==> src/rtl/mux_scan_seq_pkg.sv <==
// rtl/mux_scan_seq_pkg.sv - shared types and constants for the mux scan sequencer
package mux_scan_seq_pkg;

    localparam int NUM_CH = 4;
    localparam int SEL_W  = 2;

    typedef enum logic [1:0] {
        ST_IDLE   = 2'd0,
        ST_SETTLE = 2'd1,
        ST_SAMPLE = 2'd2,
        ST_HOLD   = 2'd3
    } state_e;

    // Frame bit written for a given select: sel 00 reads in[3], sel 11 reads in[0]
    function automatic logic [SEL_W-1:0] ch_bit(input logic [SEL_W-1:0] s);
        return SEL_W'(NUM_CH - 1) - s;
    endfunction

endpackage

==> src/rtl/mux_scan_seq_if.sv <==
// rtl/mux_scan_seq_if.sv - captured-frame valid/ready handshake
interface mux_scan_seq_if;
    import mux_scan_seq_pkg::*;

    logic [NUM_CH-1:0] frame;
    logic              frame_valid;
    logic              frame_ready;

    modport master (output frame, output frame_valid, input frame_ready);
    modport slave  (input frame, input frame_valid, output frame_ready);

endinterface

==> src/rtl/mux_scan_seq_settle_cnt.sv <==
// rtl/mux_scan_seq_settle_cnt.sv - 4-bit loadable down-counter timing the select settle
module mux_scan_seq_settle_cnt (
    input  logic       clk,
    input  logic       rst,
    input  logic       load,
    input  logic [3:0] load_val,
    input  logic       en,
    output logic       done
);

    logic [3:0] cnt_q;
    logic [3:0] cnt_d;

    // Load has priority; decrement stops at zero so done stays asserted
    always_comb begin
        cnt_d = cnt_q;
        if (load) begin
            cnt_d = load_val;
        end else if (en && (cnt_q != 4'd0)) begin
            cnt_d = cnt_q - 4'd1;
        end
    end

    // Counter register
    always_ff @(posedge clk) begin
        if (rst) begin
            cnt_q <= 4'd0;
        end else begin
            cnt_q <= cnt_d;
        end
    end

    assign done = (cnt_q == 4'd0);

endmodule

==> src/rtl/mux_scan_seq.sv <==
// rtl/mux_scan_seq.sv - 4:1 mux select sequencer with frame capture and valid/ready output
module mux_scan_seq
    import mux_scan_seq_pkg::*;
#(
    parameter int SETTLE_CYC = 1,
    parameter int CNT_W      = 8
) (
    input  logic              clk,
    input  logic              rst,
    input  logic              start,
    input  logic              cont,
    input  logic              abort,
    input  logic              mux_o,
    output logic [SEL_W-1:0]  sel,
    output logic              busy,
    output logic [CNT_W-1:0]  frame_cnt,
    mux_scan_seq_if.master    frame_if
);

    // A zero settle time skips SETTLE entirely; otherwise the counter holds SETTLE_CYC cycles
    localparam bit         SKIP_SETTLE = (SETTLE_CYC == 0);
    localparam logic [3:0] SETTLE_LOAD = SKIP_SETTLE ? 4'd0 : 4'(SETTLE_CYC - 1);
    localparam state_e     SCAN_ENTRY  = SKIP_SETTLE ? ST_SAMPLE : ST_SETTLE;
    localparam logic [SEL_W-1:0] SEL_LAST = SEL_W'(NUM_CH - 1);

    state_e             state_q, state_d;
    logic [SEL_W-1:0]   sel_q, sel_d;
    logic [NUM_CH-1:0]  frame_q, frame_d;
    logic               frame_valid_q, frame_valid_d;
    logic [CNT_W-1:0]   frame_cnt_q, frame_cnt_d;
    logic               settle_load;
    logic               settle_done;
    logic               handshake;

    assign handshake = frame_valid_q && frame_if.frame_ready;

    mux_scan_seq_settle_cnt u_settle_cnt (
        .clk      (clk),
        .rst      (rst),
        .load     (settle_load),
        .load_val (SETTLE_LOAD),
        .en       (state_q == ST_SETTLE),
        .done     (settle_done)
    );

    // Next-state logic: abort wins over the scan, but an accepted frame still counts
    always_comb begin
        state_d       = state_q;
        sel_d         = sel_q;
        frame_d       = frame_q;
        frame_valid_d = frame_valid_q;
        frame_cnt_d   = frame_cnt_q;
        settle_load   = 1'b0;

        if (handshake) begin
            frame_cnt_d = frame_cnt_q + 1'b1;
        end

        if (abort) begin
            state_d       = ST_IDLE;
            sel_d         = '0;
            frame_valid_d = 1'b0;
        end else begin
            unique case (state_q)
                ST_IDLE: begin
                    if (start) begin
                        sel_d       = '0;
                        state_d     = SCAN_ENTRY;
                        settle_load = !SKIP_SETTLE;
                    end
                end
                ST_SETTLE: begin
                    if (settle_done) begin
                        state_d = ST_SAMPLE;
                    end
                end
                ST_SAMPLE: begin
                    frame_d[ch_bit(sel_q)] = mux_o;
                    if (sel_q != SEL_LAST) begin
                        sel_d       = sel_q + 1'b1;
                        state_d     = SCAN_ENTRY;
                        settle_load = !SKIP_SETTLE;
                    end else begin
                        state_d       = ST_HOLD;
                        frame_valid_d = 1'b1;
                    end
                end
                ST_HOLD: begin
                    if (handshake) begin
                        frame_valid_d = 1'b0;
                        if (cont) begin
                            sel_d       = '0;
                            state_d     = SCAN_ENTRY;
                            settle_load = !SKIP_SETTLE;
                        end else begin
                            state_d = ST_IDLE;
                        end
                    end
                end
                default: state_d = ST_IDLE;
            endcase
        end
    end

    // State and output registers
    always_ff @(posedge clk) begin
        if (rst) begin
            state_q       <= ST_IDLE;
            sel_q         <= '0;
            frame_q       <= '0;
            frame_valid_q <= 1'b0;
            frame_cnt_q   <= '0;
        end else begin
            state_q       <= state_d;
            sel_q         <= sel_d;
            frame_q       <= frame_d;
            frame_valid_q <= frame_valid_d;
            frame_cnt_q   <= frame_cnt_d;
        end
    end

    assign sel                  = sel_q;
    assign busy                 = (state_q != ST_IDLE);
    assign frame_cnt            = frame_cnt_q;
    assign frame_if.frame       = frame_q;
    assign frame_if.frame_valid = frame_valid_q;

endmodule
==> src/flat_wrapper.sv <==
// flat-port wrapper written by rule: the top's interface ports become plain ports
module mux_scan_seq_flat import mux_scan_seq_pkg::*;
#(
    parameter int SETTLE_CYC = 1,
    parameter int CNT_W      = 8
)
  (clk, rst, start, cont, abort, mux_o, sel, busy, frame_cnt, frame_if_frame, frame_if_frame_valid, frame_if_frame_ready);
  mux_scan_seq_if frame_if_i ();
  input  logic clk;
  input  logic rst;
  input  logic start;
  input  logic cont;
  input  logic abort;
  input  logic mux_o;
  output logic [SEL_W-1:0] sel;
  output logic busy;
  output logic [CNT_W-1:0] frame_cnt;
  output wire logic [$bits(frame_if_i.frame)-1:0] frame_if_frame;
  output wire logic [$bits(frame_if_i.frame_valid)-1:0] frame_if_frame_valid;
  input wire logic [$bits(frame_if_i.frame_ready)-1:0] frame_if_frame_ready;
  assign frame_if_frame = frame_if_i.frame;
  assign frame_if_frame_valid = frame_if_i.frame_valid;
  assign frame_if_i.frame_ready = frame_if_frame_ready;
  mux_scan_seq #(.SETTLE_CYC(SETTLE_CYC), .CNT_W(CNT_W)) u_core (.clk(clk), .rst(rst), .start(start), .cont(cont), .abort(abort), .mux_o(mux_o), .sel(sel), .busy(busy), .frame_cnt(frame_cnt), .frame_if(frame_if_i));
endmodule
==> config.mk <==
export PLATFORM = sky130hd
export DESIGN_NAME = mux_scan_seq_flat
export DESIGN_NICKNAME = d
export VERILOG_FILES = /design/src/rtl/mux_scan_seq_pkg.sv /design/src/rtl/mux_scan_seq_if.sv /design/src/rtl/mux_scan_seq_settle_cnt.sv /design/src/rtl/mux_scan_seq.sv /design/src/flat_wrapper.sv
export SDC_FILE = /design/constraint.sdc
export NUM_CORES = 1
export LEC_CHECK = 0
export BUFFER_PORTS_ARGS = -buffer_cell sky130_fd_sc_hd__buf_2
export CORE_ASPECT_RATIO = 1.25
export CORE_UTILIZATION = 53
export CTS_CLUSTER_SIZE = 14
export DETAILED_ROUTE_END_ITERATION = 10
export PLACE_DENSITY = 0.79
export SLEW_MARGIN = 40
export SYNTH_ARGS = -nofsm -noshare
export SYNTH_HDL_FRONTEND = slang
export SYNTH_HIERARCHICAL = 1
export SYNTH_SLANG_ARGS = --single-unit
==> constraint.sdc <==
create_clock -name clk -period 2.7 [get_ports clk]
set_clock_uncertainty 0.1 [all_clocks]
set_input_delay 0 -clock clk [delete_from_list [all_inputs] [get_ports clk]]
set_output_delay 0 -clock clk [all_outputs]
set_load 0.005 [all_outputs]
## Word level (Yosys, flattened, before mapping)

Index checks and enable logic that the tools add are counted.

- Bitwise operators: 1
- Eq/ne operators: 10
- Add/sub/neg operators: 4
- Muxes and demuxes: 23
- Reduce and logical (&&, ||, !) cells: 15
- Magnitude comparators: 2

Operator list:

| operator | number |
|---|---|
| 2-bit two-way mux | 8 |
| 1-bit two-way mux | 9 |
| 8-bit by 1-bit adder with 8-bit output (second input constant) | 1 |
| 2-bit != test (second input constant) | 4 |
| 2-bit case mux with 4 select lines | 1 |
| 2-bit by 1-bit != test with 1-bit output (second input constant) | 3 |
| 2-bit case mux with 3 select lines | 1 |
| 3-bit AND reduction | 2 |
| 5-bit AND reduction | 1 |
| 4-bit bitwise mux | 1 |
| 2-bit == test (second input constant) | 2 |
| 4-bit logical NOT | 1 |
| 2-bit nonzero test | 2 |
| 4-bit nonzero test | 1 |
| 2-bit OR reduction | 2 |
| 4-bit by 1-bit subtractor with 4-bit output (second input constant) | 1 |
| 1-bit logical AND | 3 |
| 2-bit by 3-bit less-than comparator with 1-bit output (second input constant) | 1 |
| 1-bit case mux with 3 select lines | 1 |
| 3-bit nonzero test | 1 |
| 2-bit by 1-bit adder with 2-bit output (second input constant) | 1 |
| 1-bit demux with 2-bit select | 1 |
| 2-bit by 1-bit == test with 1-bit output (second input constant) | 1 |
| 2-bit by 1-bit >= comparator with 1-bit output (second input constant) | 1 |
| other kinds (5) | 5 |

- Flip-flop bits (word level): 21
- Word-level logic and storage cells: 61
- Output and inout bits: 16
- Bits of input ports: 7

## Longest topological paths before layout

- Depth after elaboration: 6
- Gate-level depth with buffers: 7
- Depth with buffers taken out: 7

## Modules after synthesis

Netlist, hierarchy kept.

Modules (own cells, without submodules):

| module | instances | cells an instance | area each (um^2) | seq. area each (um^2) |
|---|---|---|---|---|
| mux_scan_seq | 1 | 103 | 894.6 | 340.3 |
| mux_scan_seq_settle_cnt | 1 | 29 | 262.8 | 80.1 |

## Least setup slack after synthesis

Ideal clock, no wire load.

- Path type: flip-flop to flip-flop
- From: reg u_core.sel_q[0] (netlist: u_core/sel[0])
- To: reg u_core.u_settle_cnt.cnt_q[1]
- Arrival time: 1680 ps
- Setup time: 122 ps
- Buffers on the path: 0
- Cell stages (with the launch flop): 7
- Period minus slack after synthesis: 1902 ps
- Path slack: 798 ps
- Required time: 2478 ps
- Cell sequence: dfxtp_1 > ha_1 > nand2b_1 > a21o_1 > a21oi_1 > nor3_1 > a311o_1

- Longest elaborated chain between the ends: 5

Ends and longest elaborated chain:

| element | RTL line | text |
|---|---|---|
| start, declared | mux_scan_seq.sv:27 | `logic [SEL_W-1:0] sel_q, sel_d;` |
| start signal, assigned | mux_scan_seq.sv:115 | `sel_q <= sel_d;` |
| 2-bit != test | mux_scan_seq.sv:79 | `if (sel_q != SEL_LAST) begin` |
| 1-bit two-way mux | mux_scan_seq.sv:79 |  |
| 1-bit case mux with 3 select lines | mux_scan_seq.sv:64 | `unique case (state_q)` |
| 1-bit two-way mux | mux_scan_seq.sv:59 | `if (abort) begin` |
| net u_core.settle_load | mux_scan_seq.sv:31 | `logic settle_load;` |
| 2-bit OR reduction (no line) | -- |  |
| end signal, assigned | mux_scan_seq_settle_cnt.sv:29 | `cnt_q <= cnt_d;` |
| end, declared | mux_scan_seq_settle_cnt.sv:11 | `logic [3:0] cnt_q;` |

The timed path passes the listed nets, and every way through them passes these cells.
A chain may end at the register's enable or synchronous reset.

## Worst setup path after layout

Same ends and word-level chain as after synthesis.

==> out/qor.tcl <==
set qor(clkSlewWorstSetupHoldPaths_ns) 0.12
set qor(grt_setup_unrepaired) {no}
set qor(leakage_dissipation_nw) 0.5435
set qor(core_area_sq_um) 2027
set qor(total_area_of_sequential_cells_sq_um) 420.4
set qor(grt_pass1_vias) 916
set qor(final_hold_violations) 0
set qor(drv_cap) 0
set qor(placementRows) 18
set qor(antenna_violations_before_repair) 0
set qor(worst_hold_path_type) {in2reg}
set qor(finalNetCount) 177
set qor(syn-cell-area_sq_um) 1157
set qor(drt_pass1_iterations) 7
set qor(synth_top_area_share) 0.3632
set qor(clockBufferDepth) 2
set qor(dominant_combinational_cell_family_by_area_after_synthesis) {simple AND/OR/NAND/NOR gates}
set qor(tritoncts.num_buffers) 3
set qor(post_synth_xor_area_fraction) 0.01514
set qor(post_synthesis_cells) 132
set qor(gp_routability_congestion) 0.8505
set qor(critPathMaxFanout) 7
set qor(syn_to_final_growth_pct) 19.03
set qor(type_of_origin_of_the_critical_path) {register}
set qor(routed_wl_um) 2389
set qor(drive_above_1_share) 0.2270
set qor(top_signal_layer_used) {met4}
set qor(cts.repair_timing.setup_buffer_count) 0
set qor(postSynthAreaPerCell_sq_um) 8.768
set qor(via_count) 1061
set qor(post-route-worst-setup-slack_ns) 0.6127
set qor(wl_per_cell_um) 13.05
set qor(synth.largest_area_cell) {sky130_fd_sc_hd__dfxtp_1}
set qor(drt-initial-drc-count) 23
set qor(num-fill-cells) 185
set qor(cts.sinks) 21
set qor(cp_data_required_time_ns) 2.79
set qor(critical_path_arrival_ns) 2.18
set qor(ctsHtreeMaxLevel) 1
set qor(clock_insertion_delay_worst_skew_ns) 0.30
set qor(hold_slack_ns) 0.006957
set qor(die_width_um) 43.80
set qor(met3_layer_wire_length_in_the_routed_design_um) 66
set qor(max-slew-margin-rel) 0.6385
set qor(finalSetupViolCount) 0
set qor(cts_tree) {done}
set qor(violations) {design-rule violations}
set qor(numPlacedInstances) 173
set qor(wire_length_of_the_first_global_routing_pass_um) 3705
set qor(power.total_mw) 0.5516
set qor(slew_violations) 0
set qor(multi_input_combinational_cell_area_sq_um) 700.7
set qor(drc) 1
set qor(yosys-mux-area-fraction) 0.04324
set qor(drt.antenna.violating_nets) 0
set qor(ctsRootBufferMaster) {sky130_fd_sc_hd__clkbuf_4}
set qor(fp.dieArea_sq_um) 2376
set qor(critical_path.max_stage_delay_ns) 0.39
set qor(finish.cell_count_without_fillers) 183
set qor(sequential_cell_area_fraction_in_the_yosys_report) 0.3632
set qor(route.layer.met1.wl_um) 1091
set qor(initial_utilization) 0.5710
set qor(post_cts_resized) 0
set qor(fp.dieH_um) 54.25
set qor(placed_cell_area_sq_um) 1290
set qor(globalRouteTotalUtil) 0.2100
set qor(achievable-frequency_ghz) 0.4791
set qor(route.detailed.vias_per_inst) 5.798
set qor(status) {complete, but fails checks}
set qor(detailroute.wirelength.met2_um) 1216
set qor(register_bit_total_from_synthesis) 21
set qor(fin_area_sq_um) 1378
set qor(dp.final_hpwl_um) 1726
set qor(final_core_utilization) 0.6796
set qor(top_level_ports) 23
set qor(cts_hold_buf) 6
set qor(antenna-diode-count) 0
set qor(globalRoute.totalOverflow) 0
set qor(ranking_of_synthesized_cells_by_area) {sky130_fd_sc_hd__dfxtp_1 36%, sky130_fd_sc_hd__ha_1 6.5%, sky130_fd_sc_hd__a21oi_1 4.8%, sky130_fd_sc_hd__nor2_1 4.5%, sky130_fd_sc_hd__mux2i_1 4.3%}
set qor(io_buffers) 22
set qor(worstPathCellList) {ha_1 > nand2b_1 > a21o_1 > a21oi_1 > nor3_1 > a311o_1}
set qor(ir_worst_vdd_uv) 284.1
set qor(netlist-cell-type-count) 40
set qor(finalCritPeriodShare) 0.7731
set qor(ys.warnings.count) 6
set qor(largest_net_degree_at_the_start_of_global_routing) 21
set qor(setup_tns_ns) 0
set qor(final.min_clock_period_ns) 2.087
set qor(timing_worst_setup_path_type) {reg2reg}
set qor(critical_path_endpoint_category) {register}
set qor(dpl_worst_slack_ns) 0.6512
set qor(worst_pin_slew_ns) 0.5415
set qor(yosys.area_share.adder) 0.06486
set qor(p_per_area_nw_per_um2) 400.4
set qor(synth_compound_gate_area_share) 0.1762
set qor(critPathSlowestCell) {sky130_fd_sc_hd__dfxtp_1}
set qor(yosys.area_share.simple) 0.2930
## critical path: cells and delay by family (launching register included)
| family | cells | cell delay, ns |
|---|---|---|
| AO/OA/AOI/OAI | 3 | 0.91 |
| flip-flops | 1 | 0.39 |
| AND/OR/NAND/NOR | 2 | 0.29 |
| adder cells (fa/ha/maj) | 1 | 0.28 |
## cell type report
cell class / instances / area share
sequential: 21 / 0.3052
clock inverter: 1 / 0.003633
clock buffer: 3 / 0.01635
inverter: 7 / 0.01907
multi-input combinational: 102 / 0.5086
tap: 20 / 0.01817
timing repair buffer: 29 / 0.1290
## report_power, final
part           total (mW)  switching [mW]  internal (mW)
combinational      0.0766          0.0415         0.0351
sequential          0.326         0.00972          0.317
clock               0.149          0.0936         0.0551
## final timing paths
path,end,from,depth (start not counted),slack (ns)
worst min-delay path,u_core/state_q[0],abort,3,0.007
worst max register to register,u_core/u_settle_cnt/cnt_q[1],u_core/sel[0],6,0.61
worst max-delay path,u_core/u_settle_cnt/cnt_q[1],u_core/sel[0],6,0.61
worst min register to register,u_core/frame_cnt[7],u_core/frame_cnt[7],2,0.39
## cells in the mapped netlist, drive strengths merged
cell type / count
a211oi: 1
xnor2: 1
nand3: 6
nand2b: 3
nand2: 9
mux2i: 5
nor2: 14
nor2b: 1
or4: 2
or2: 2
xor2: 1
nand4b: 2
conb: 1
or3: 3
ha: 6
dfxtp: 21
a2111oi: 1
a2bb2oi: 2
clkbuf: 4
o31ai: 2
buf: 1
a21oi: 11
a31o: 1
and2: 1
nand4: 4
a311oi: 3
a311o: 1
nor4b: 3
a31oi: 1
or3b: 2
nor3: 1
inv: 7
a21o: 2
nor4bb: 4
o21ai: 3
## registers in the layout, indices dropped and copies added, names as in the netlist
register and flops:
u_core/u_settle_cnt/cnt_q 4, u_core/state_q 2, u_core/sel 2, u_core/frame_if.frame_valid 1
u_core/frame_if.frame 4, u_core/frame_cnt 8
## metal layers
| metal | global-route usage | vias to the layer above |
|---|---|---|
| met4 | 0.06250 | 0 |
| met3 | 0.03960 | 2 |
| li1 | - | 541 |
| met1 | 0.2341 | 504 |
| met5 | 0 | - |
| met2 | 0.4005 | 14 |
## cells by family (layout without fill, tap and decap cells)
family / after synthesis / count (layout)
AO/OA/AOI/OAI: 28 / 28
XOR/XNOR: 2 / 2
adder cells (fa/ha/maj): 6 / 6
buffers and inverters: 12 / 40
flip-flops: 21 / 21
multiplexers: 5 / 5
other: 1 / 4
AND/OR/NAND/NOR: 57 / 57
## placed cells by master (no fill, tap or decap), drive strengths merged, types with 4 or more instances in the layout
cell type,instances
buf,23
dfxtp,21
nor2,14
a21oi,11
nand2,9
inv,7
dlygate4sd3,6
nand3,6
ha,6
mux2i,5
nand4,4
nor4bb,4
conb,4
No activity file was read; power rests on OpenSTA's default activity.
